<file path="src/rtl/framed_parity_checker_pkg.sv">
// Shared types and helpers for the framed parity checker and its status counters.
package framed_parity_checker_pkg;

    typedef enum logic [1:0] {
        ST_IDLE   = 2'd0,
        ST_DATA   = 2'd1,
        ST_PARITY = 2'd2
    } state_e;

    localparam logic PAR_EVEN = 1'b0;
    localparam logic PAR_ODD  = 1'b1;

    // Ceiling log2, never below 1 so a counter always has at least one bit.
    function automatic int clog2(input int value);
        int result;
        result = 0;
        for (int v = value - 1; v > 0; v = v >> 1) begin
            result++;
        end
        if (result < 1) begin
            result = 1;
        end
        return result;
    endfunction

endpackage

</file>
<file path="src/rtl/framed_parity_checker_sat_counter.sv">
// Saturating event counter; a clear that coincides with an event leaves a count of one.
module sat_counter
    import framed_parity_checker_pkg::*;
#(
    parameter int WIDTH = 8
) (
    input  logic             clk,
    input  logic             rst,
    input  logic             inc_i,
    input  logic             clr_i,
    output logic [WIDTH-1:0] count_o
);

    localparam logic [WIDTH-1:0] MAX_COUNT = '1;

    logic [WIDTH-1:0] count_q;

    always_ff @(posedge clk or negedge rst) begin
        if (!rst) begin
            count_q <= '0;
        end else if (clr_i) begin
            count_q <= inc_i ? WIDTH'(1) : '0;
        end else if (inc_i && (count_q != MAX_COUNT)) begin
            count_q <= count_q + WIDTH'(1);
        end
    end

    assign count_o = count_q;

endmodule

</file>
<file path="config.mk">
export PLATFORM = sky130hd
export DESIGN_NAME = sat_counter
export DESIGN_NICKNAME = d
export VERILOG_FILES = /design/src/rtl/framed_parity_checker_pkg.sv /design/src/rtl/framed_parity_checker_sat_counter.sv
export SDC_FILE = /design/constraint.sdc
export NUM_CORES = 1
export LEC_CHECK = 0
export CORE_MARGIN = 2
export CORE_UTILIZATION = 35
export CTS_BUF_LIST = sky130_fd_sc_hd__clkbuf_8
export DETAILED_ROUTE_END_ITERATION = 8
export GPL_TIMING_DRIVEN = 0
export PLACE_DENSITY = 0.58
export SYNTH_ARGS = -nofsm -noshare
export SYNTH_HDL_FRONTEND = slang
export SYNTH_SLANG_ARGS = --single-unit
</file>
<file path="constraint.sdc">
create_clock -name clk -period 2.08 [get_ports clk]
set_clock_uncertainty 0.15 [all_clocks]
set_input_delay 0.208 -clock clk [delete_from_list [all_inputs] [get_ports clk]]
set_output_delay 0.208 -clock clk [all_outputs]
set_load 0.01 [all_outputs]
</file>
# --- Word-level counts from Yosys, hierarchy flattened ---
# Cells that the tools add are included.
totals:
  register_bits: 8
  out_inout_bits: 8
  romBits: 0
  in_bits: 4
  ramBits: 0
  latch_bits: 0
  elab_cells: 8
  memories: 0
classes:
  n_div: 0
  eq_ne: 1
  add_sub_neg: 1
  mux: 3
  shift: 0
  magnitude_cmp: 0
  bitwise_logic: 0
  n_reduce_logical: 2
  n_mul: 0
ops:
  columns: ["op", "n"]
  rows:
  - ["8-bit 2-to-1 mux", 2]
  - ["8-bit by 1-bit adder with 8-bit output (second input constant)", 1]
  - ["8-bit != test (second input constant)", 1]
  - ["2-bit nonzero test", 1]
  - ["1-bit logical AND", 1]
  - ["1-bit 2-to-1 mux", 1]

# --- Logic depth before layout (Yosys ltp) ---
# Gate-level depths: netlist (run 1).
depth:
  depth_word: 4
  depth_mapped: 4

# --- Least setup slack after synthesis (run 1) ---
# OpenSTA, ideal clock, no wires.
synth_timing:
  kind: "register to register"
  startpoint: "reg count_q[0] (netlist: count_o[0])"
  endpoint: "reg count_q[5] (netlist: count_o[5])"
  path_stages_with_launch: 5
  arrival_time_ns: 1.295
  required_time_ns: 1.798
  path_buffers: 0
  setup_time_ns: 0.132
  setup_slack_ns: 0.503
  synth_period_minus_slack_ns: 1.577
  cell_sequence: "dfrtp_1 > ha_1 > and3_1 > a2111oi_2 > nor3b_1"
synth_between:
  elab_chain_len: 3
  word_cells_on_any_way: 6
synth_lines:
  columns: ["element", "line_no", "text"]
  rows:
  - ["start: declaration", "framed_parity_checker_sat_counter.sv:16", "logic [WIDTH-1:0] count_q;"]
  - ["start signal: assignment", "framed_parity_checker_sat_counter.sv:22", "count_q <= inc_i ? WIDTH'(1) : '0;"]
  - ["start signal: assignment", "framed_parity_checker_sat_counter.sv:24", "count_q <= count_q + WIDTH'(1);"]
  - ["8-bit by 1-bit adder with 8-bit output or 8-bit != test (tied branches)", "framed_parity_checker_sat_counter.sv:24, framed_parity_checker_sat_counter.sv:23", null]
  - ["8-bit 2-to-1 mux or 1-bit logical AND (tied branches)", "framed_parity_checker_sat_counter.sv:23", "end else if (inc_i && (count_q != MAX_COUNT)) begin"]
  - ["8-bit 2-to-1 mux or 2-bit nonzero test (tied branches)", null, null]
# Parallel ways exist; a longest one is shown, timed or not. The select of a mux whose other input is x is not followed.
# A chain may end at the register's enable or synchronous reset.

# --- Final worst setup path (run 1) ---
# Ends and elaborated chain as after synthesis.

==> impl_metrics.env, run 1 <==
export IMPL_status="finished clean"
export IMPL_r2r_setup_slack_ns=0.41
export IMPL_end_kind="flip-flop"
export IMPL_final_area_sq_um=643
export IMPL_crit_type="flip-flop to flip-flop"
export IMPL_worst_pin_slew_ns=0.384
export IMPL_diodes=0
export IMPL_dr_wl_met2_um=445
export IMPL_hpwl_um=722
export IMPL_cts_root_buf="clkbuf_8"
export IMPL_postCtsResizedCells=0
export IMPL_die_y_um=40.8
export IMPL_grt_use_total_pct=15.3
export IMPL_num_io_pins=12
export IMPL_fillers=116
export IMPL_crit_arrival_ns=1.61
export IMPL_synthCells=47
export IMPL_dieArea_sq_um=1660
export IMPL_max_vdd_ir_drop_mv=0.320
export IMPL_cts_setup_buffers=0
export IMPL_rr_startpoint="count_o[0]"
export IMPL_synth_top_area_cell="dfrtp_1"
export IMPL_max_freq_mhz=600
export IMPL_htreeDepth=1
export IMPL_synth_area_leaders="dfrtp_1 (42%), a21oi_1 (5.3%), nand2b_1 (5.3%), a2111oi_2 (3.2%), and3_1 (2.6%)"
export IMPL_wl_met1_um=495
export IMPL_grt_pass1_vias=359
export IMPL_start_kind="flip-flop"
export IMPL_max_slew_margin_pct=74.3
export IMPL_fin_crit_sh_pct=80.1
export IMPL_fin_setup_tns_ns=0
export IMPL_area_growth_synth_to_final_pct=36.0
export IMPL_path_max_fanout=5
export IMPL_wl_met3_um=48
export IMPL_drt_iter0_drc=9
export IMPL_cts_buffers=3
export IMPL_worst_r2r_cell_count=4
export IMPL_io_buffers=11
export IMPL_hold_viol=0
export IMPL_rows=13
export IMPL_whs_ns=0.119
export IMPL_intPower_mw=0.312
export IMPL_drc=0
export IMPL_period_minus_slack_ns=1.67
export IMPL_setup_violations=0
export IMPL_nets=68
export IMPL_p_leak_nw=0.257
export IMPL_antenna_found_initial=0
export IMPL_post_drt_wl_per_cell_um=13.4
export IMPL_yosysSeqAreaShare_pct=42.3
export IMPL_ys_types=27
export IMPL_switchingPower_mw=0.0899
export IMPL_rsz0062_at_grt="false"
export IMPL_cts_sinks=8
export IMPL_clk_latency_ns=0.23
export IMPL_detail_route_antenna_nets=0
export IMPL_syn_area_sq_um=473
export IMPL_synth_seq_cells=8
export IMPL_yosys_warnings=0
export IMPL_largest_reg_flops=8
export IMPL_grt_ovfl_total=0
export IMPL_p_per_area_nw_per_um2=625
export IMPL_cap_violations=0
export IMPL_path_clk_slew_ns=0.04
export IMPL_drtPass1Iterations=4
export IMPL_die_w_um=40.8
export IMPL_netlist_area_leader_share_pct=42.3
export IMPL_drive_gt1_share_pct=14.8
export IMPL_grt_max_degree=11
export IMPL_core_area_sq_um=1280
export IMPL_power_frac_clock_pct=46.8
export IMPL_start_util_pct=36.8
export IMPL_grt_pass1_wl_um=1570
export IMPL_p_total_mw=0.402
export IMPL_postSynthAreaPerCell_sq_um=10.1
export IMPL_p_seq_share_pct=42.3
export IMPL_worstHoldPathType="input pin to asynchronous set/reset pin"
export IMPL_clockBufferDepth=2
export IMPL_slew_viol_final=0
export IMPL_netSwitchingFraction_pct=22.4
export IMPL_viasPerCell=5.61
export IMPL_place_area_sq_um=602
export IMPL_combPwrFrac_pct=10.9
export IMPL_tritoncts="done"
export IMPL_cts_hold_buffers=0
export IMPL_routed_wirelength_um=1020
export IMPL_synthesis_nets=52
export IMPL_cp_required_ns=2.02
export IMPL_vias=426
export IMPL_highest_layer="met4"
export IMPL_gp_congestion=0.699
export IMPL_reg2reg_to="count_o[5]"
==> power groups by stage <==
stage          clock [mW]  sequential, mW  combinational (mW)
3_3_place_gp            0           0.172              0.0443
6_report            0.188           0.170              0.0439
3_5_place_dp            0           0.172              0.0448
5_1_grt             0.199           0.171              0.0497
4_1_cts             0.192           0.170              0.0450
2_1_floorplan           0           0.174              0.0169
==> Yosys cell counts <==
master / number
dfrtp_1: 8
a21oi_1: 5
nand2b_1: 4
nand2_1: 3
and3_1: 2
inv_1: 2
o21ai_0: 2
or3_1: 2
a2111oi_2: 1
a211o_1: 1
a211oi_1: 1
a21boi_2: 1
a311oi_1: 1
a41oi_1: 1
and4_4: 1
and4bb_2: 1
buf_4: 1
clkbuf_1: 1
ha_1: 1
mux2i_1: 1
nand3_1: 1
nand4_1: 1
nand4_2: 1
nor3_1: 1
nor3b_1: 1
o211ai_1: 1
o31ai_1: 1
==> cell families after synthesis <==
kind of cell	synth area share, %
flops	42.3
simple gates	25.7
compound gates	23.3
fa+ha+maj	2.65
mux	2.12
buf+inv	3.97
==> cells in the final DEF (no fill, tap or decap), drive strengths merged, types with 2 or more instances in the layout <==
cell           netlist  final
clkbuf               1      4
a21oi                5      5
or3                  2      2
inv                  2      2
nand2                3      3
nand4                2      2
and3                 2      2
dfrtp                8      8
nand2b               4      4
o21ai                2      2
clkdlybuf4s50        0     11
==> per-layer routing <==
layer  vias up  track usage (%)
li1        211                -
met1       201             19.8
met2         9             20.2
met3         5             4.89
met4         0             12.5
met5         -                0
==> how the worst max path moves through the flow <==
stage	cells past startpoint	endpoint	from
after CTS	4	count_o[5]	count_o[0]
after global routing	4	count_o[5]	count_o[0]
after detailed placement	4	count_o[5]	inc_i
final	4	count_o[5]	count_o[0]
after global placement	4	count_o[5]	inc_i
after floorplan	4	count_o[5]	count_o[0]
==> worst max-delay path, stage by stage (launching register included) <==
cell	delay, ns
dfrtp_1	0.42
ha_1	0.24
and3_1	0.24
a2111oi_2	0.39
nor3b_1	0.09
==> stage by stage <==
stage	util (%)	cells	setup WS, ns
5_1_grt	50.0	76	0.328
3_5_place_dp	46.8	73	0.346
3_3_place_gp	46.8	73	0.371
2_1_floorplan	-	47	0.503
4_1_cts	50.0	76	0.412
6_report	50.0	76	0.414
==> area by class of cell <==
| cell class | count | area, sq um | share of cell area [%] |
|---|---|---|---|
| timing repair buffer | 11 | 110 | 17.1 |
| multi-input combinational | 35 | 254 | 39.5 |
| buffer | 2 | 11.3 | 1.75 |
| inverter | 2 | 7.51 | 1.17 |
| tap | 15 | 18.8 | 2.92 |
| sequential | 8 | 200 | 31.1 |
| clock buffer | 3 | 41.3 | 6.42 |
Note: power is estimated with default switching activity, not from simulation.
==> run 2, diff against run 1 <==
PLACE_DENSITY = 0.61   (was 0.58)
clock period = 1.5 ns   (was 2.08 ns; I/O delays follow)
==> run 2 against run 1 <==
  * Highest routed layer unchanged
  * Sequential share of layout area down 2.0 points
  * Clock power grew 41%
  * Register-to-register slack got worse by 0.39 ns
==> impl_metrics.env, run 2 (synthesis gave the netlist of run 1 again) <==
export IMPL_post_drt_wl_per_cell_um=13.9
export IMPL_period_minus_slack_ns=1.48
export IMPL_cts_buffers=3
export IMPL_end_kind="flip-flop"
export IMPL_fin_crit_sh_pct=98.5
export IMPL_cts_hold_buffers=0
export IMPL_hold_viol=0
export IMPL_crit_arrival_ns=1.47
export IMPL_clockBufferDepth=2
export IMPL_rr_startpoint="count_o[0]"
export IMPL_detail_route_antenna_nets=0
export IMPL_antenna_found_initial=0
export IMPL_worstHoldPathType="input pin to asynchronous set/reset pin"
export IMPL_hpwl_um=721
export IMPL_grt_use_total_pct=17.3
export IMPL_slew_viol_final=0
export IMPL_start_util_pct=36.8
export IMPL_die_w_um=40.8
export IMPL_die_y_um=40.8
export IMPL_max_vdd_ir_drop_mv=0.579
export IMPL_cp_required_ns=1.49
export IMPL_worst_pin_slew_ns=0.428
export IMPL_worst_r2r_cell_count=4
export IMPL_slowest_stage="dfrtp_2"
export IMPL_status="finished clean"
export IMPL_gp_congestion=0.707
export IMPL_grt_ovfl_total=0
export IMPL_use_met2_pct=25.0
export IMPL_fillers=133
export IMPL_vias=440
export IMPL_reg2reg_to="count_o[6]"
export IMPL_rows=13
export IMPL_rsz0062_at_grt="true"
export IMPL_whs_ns=0.0549
export IMPL_path_cells="ha_2 > and3_2 > and4bb_2 > nor3_2"
export IMPL_crit_path_end="count_o[6]"
export IMPL_cts_sinks=8
export IMPL_grt_pass1_vias=388
export IMPL_max_slew_margin_pct=71.5
export IMPL_setup_violations=0
export IMPL_crit_type="flip-flop to flip-flop"
export IMPL_p_total_mw=0.575
export IMPL_final_util_pct=54.8
export IMPL_grt_pass1_wl_um=1770
export IMPL_r2r_setup_slack_ns=0.02
export IMPL_core_area_sq_um=1280
export IMPL_htreeDepth=1
export IMPL_start_kind="flip-flop"
export IMPL_routed_wirelength_um=1110
export IMPL_p_per_area_nw_per_um2=816
export IMPL_diodes=0
export IMPL_layout_commonest_cell="clkdlybuf4s50_1"
export IMPL_drc=0
export IMPL_grt_use_met1_pct=20.8
export IMPL_io_buffers=11
export IMPL_max_freq_mhz=677
export IMPL_path_clk_slew_ns=0.04
export IMPL_area_growth_synth_to_final_pct=48.9
export IMPL_num_io_pins=12
export IMPL_cts_root_buf="clkbuf_8"
export IMPL_tritoncts="done"
export IMPL_dieArea_sq_um=1660
export IMPL_drtPass1Iterations=4
export IMPL_nets=71
export IMPL_drive_gt1_share_pct=33.8
export IMPL_largest_reg_flops=8
export IMPL_viasPerCell=5.50
export IMPL_top_usage_layer="met2"
export IMPL_met3_usage_pct=9.78
export IMPL_path_max_fanout=5
export IMPL_cap_violations=0
export IMPL_grt_max_degree=11
export IMPL_clk_latency_ns=0.23
export IMPL_p_leak_nw=0.291
export IMPL_cpPeakStageDelay_ns=0.42
export IMPL_drt_iter0_drc=5
export IMPL_startpoint="count_o[0]"
-- run 2: critical path, delay by kind of cell, from the launching register on --
kind	cells	cell delay, ns
adder cells (fa/ha/maj)	1	0.20
flip-flops	1	0.42
AND/OR/NAND/NOR	3	0.62
-- run 2: worst min-delay path by stage --
stage | start | to | slack, ns | cells after the start
floorplan | rst | count_o[0] | -0.30 | 0
global placement | rst | count_o[4] | 0.31 | 1
detailed placement | rst | count_o[4] | 0.32 | 1
CTS | rst | count_o[3] | 0.07 | 1
global route | rst | count_o[3] | 0.08 | 1
finish | rst | count_o[4] | 0.05 | 1
-- run 2: cell type report --
| cell class | count | area [sq um] | area share [%] |
|---|---|---|---|
| multi-input combinational | 35 | 289 | 41.0 |
| inverter | 2 | 7.51 | 1.07 |
| clock buffer | 3 | 41.3 | 5.86 |
| clock inverter | 1 | 3.75 | 0.533 |
| timing repair buffer | 14 | 128 | 18.1 |
| tap | 15 | 18.8 | 2.66 |
| buffer | 2 | 11.3 | 1.60 |
| sequential | 8 | 205 | 29.1 |
-- run 2: per-stage QoR --
| stage | setup slack [ns] | TNS [ns] | area (sq um) | std cells |
|---|---|---|---|---|
| final | 0.0227 | 0 | 704 | 80 |
| after global routing | -0.0222 | -0.0454 | 704 | 80 |
| after CTS | -0.00889 | -0.00889 | 682 | 79 |
| after detailed placement | -0.165 | -0.493 | 611 | 73 |
| after global placement | -0.146 | -0.452 | 611 | 73 |
| after floorplan | 0.00272 | 0 | 482 | 47 |
-- run 2: report_power, final --
part           internal, mW  total (mW)  switching (mW)  leakage (nW)
logic                0.0418      0.0762          0.0344         0.161
clock network         0.177       0.265          0.0879        0.0269
registers             0.225       0.233         0.00800         0.103
-- run 2: repair_timing --
action,in CTS,in global routing
endpoints found under the setup margin,8,6
setup buffers,2,1
endpoints found under the hold margin,0,0
gates resized for setup,8,4
pin swaps,0,1
gates cloned,0,0
-- run 2: per-layer routing --
layer / share of wire, % / vias to the layer above
met5: 0 / -
met4: 1.1 / 0
met3: 6.0 / 2
met2: 47 / 11
met1: 45 / 212
li1: - / 215
==> variant (flow settings as in run 1) <==
Register the output `count_o` once more, with the module's reset; this adds one clock of latency there.
--- a/src/rtl/framed_parity_checker_sat_counter.sv
+++ b/src/rtl/framed_parity_checker_sat_counter.sv
@@ -25,7 +25,13 @@
         end
     end
 
-    assign count_o = count_q;
+    always_ff @(posedge clk or negedge rst) begin
+        if (!rst) begin
+            count_o <= '0;
+        end else begin
+            count_o <= count_q;
+        end
+    end
 
 endmodule
 
Formal check against the unedited RTL: not equivalent (a bounded check fails within 4 cycles, from zero or initial values and one cycle with rst low).
==> variant against run 1 <==
  * Largest cell class is now flip-flops and latches
  * Non-clock buffer count did not move
  * Final cell count rose by 25%
  * Wire length rose by 11%
  * Total power rose by 63%
  * Critical path depth did not move
  * Worst setup slack improved by 0.011 ns
  * Cell area rose by 35%
  * Area after synthesis rose by 42%
  * Sequential cell count rose by 8
  * Combinational power rose by 5.0%
==> variant: results (changes against run 1) <==
{| class="wikitable"
! Metric !! Value
|-
| Signal arrival time at the worst endpoint || 1.63 ns (was 1.61 ns)
|-
| M1 GR Usage || 14.95% (was 19.80%)
|-
| Area contributors post-synth || dfrtp_1, a21oi_1, nand2b_1 (unchanged)
|-
| Worst-path clk slew || 0.06 ns (was 0.04 ns)
|-
| Clk_lat worst skew || 0.25 ns (was 0.23 ns)
|-
| Global-route wire length before repair || 1787 µm (was 1573 µm)
|-
| Ratio of final minimum period to clock period || 79.58% (was 80.09%)
|-
| Delay contributed by the slowest stage of the critical path || 0.43 ns
|-
| Number of global-route vias before repair || 387 (was 359)
|-
| Instance area at placement || 814.5 µm² (was 601.8 µm²)
|-
| All-layer global routing usage || 12.06% (was 15.26%)
|-
| Fraction of power consumed by the clock network || 42.2% (was 46.8%)
|-
| Most instantiated cells after synthesis || dfrtp_1, a21oi_1, nand2b_1 (unchanged)
|-
| Max rail drop VDD || 0.3158 mV (was 0.3203 mV)
|-
| Share of layout cells above drive strength 1 || 14.29% (was 14.75%)
|-
| Comb pwr || 0.0000461 W (was 0.0000439 W)
|-
| Pin count of the biggest net entering global routing || 17 (was 11)
|-
| Met2 demand-to-capacity share in global routing || 17.07% (was 20.24%)
|-
| Sequential-to-total area share from yosys stat || 59.48% (was 42.33%)
|-
| Met2 Routed Length || 498 µm (was 445 µm)
|-
| Total nets after synthesis || 60 (was 52)
|-
| Gate count after technology mapping || 55 (was 47)
|-
| Worst hold slack || 0.2188 ns (was 0.1191 ns)
|-
| Via count || 465 (was 426)
|-
| Total CTS buffers || 3 (unchanged)
|-
| Number of cells in the design after placement || 91 (was 73)
|-
| Endpoint of the worst-slack reg-to-reg timing path || count_q[5] (was count_o[5])
|-
| GR met3 Demand/Resource || 4.906% (was 4.891%)
|-
| Outcome || finished clean (unchanged)
|-
| Sum of net half-perimeters after detailed placement || 788.1 µm (was 721.5 µm)
|-
| Net switching component of the power || 0.0001381 W (was 0.00008991 W)
|-
| Power density of the placed cells || 750.9 nW/µm² (was 624.7 nW/µm²)
|-
| Met3 WL post-DR || 62 µm (was 48 µm)
|-
| Worst Setup Slack post-DPL || 0.3579 ns (was 0.3464 ns)
|-
| Transition time of the tightest slew-check pin || 0.6821 ns (was 0.3840 ns)
|-
| Vias per cell || 4.895 (was 5.605)
|-
| Number of DRC markers in iteration 0 || 4 (was 9)
|-
| Reported leakage power || 0.3723 nW (was 0.2566 nW)
|-
| Worst reg2reg startpoint || count_q[0] (was count_o[0])
|-
| DRT Wirelength || 1130 µm (was 1021 µm)
|-
| Number of nets in the final layout || 76 (was 68)
|}
variant: cell types whose count changed after synthesis:
cell,delta
dfrtp_1,+8
variant: worst max path at each step:
stage / start / cells past startpoint / to
2_1_floorplan: count_q[0] / 4 / count_q[5]
3_3_place_gp: inc_i / 4 / count_q[5]
3_5_place_dp: inc_i / 4 / count_q[5]
4_1_cts: count_q[0] / 4 / count_q[5]
5_1_grt: count_q[0] / 4 / count_q[5]
6_report: count_q[0] / 4 / count_q[5]
variant: layout make-up:
cell class	count	area, µm²	area share [%]
clock buffer	4	55.05	6.331
timing repair buffer	11	110.1	12.66
sequential	16	400.4	46.04
buffer	2	11.26	1.295
multi-input combinational	35	254.0	29.21
inverter	2	7.507	0.8633
tap	25	31.28	3.597
variant: logic make-up after synthesis:
group                    count (synthesis)  share of synthesized area, %
flip-flops                              16                         59.48
adder cells (fa/ha/maj)                  1                         1.858
AND/OR/NAND/NOR                         18                         18.03
multiplexers                             1                         1.487
AO/OA/AOI/OAI                           15                         16.36
buffers and inverters                    4                         2.788
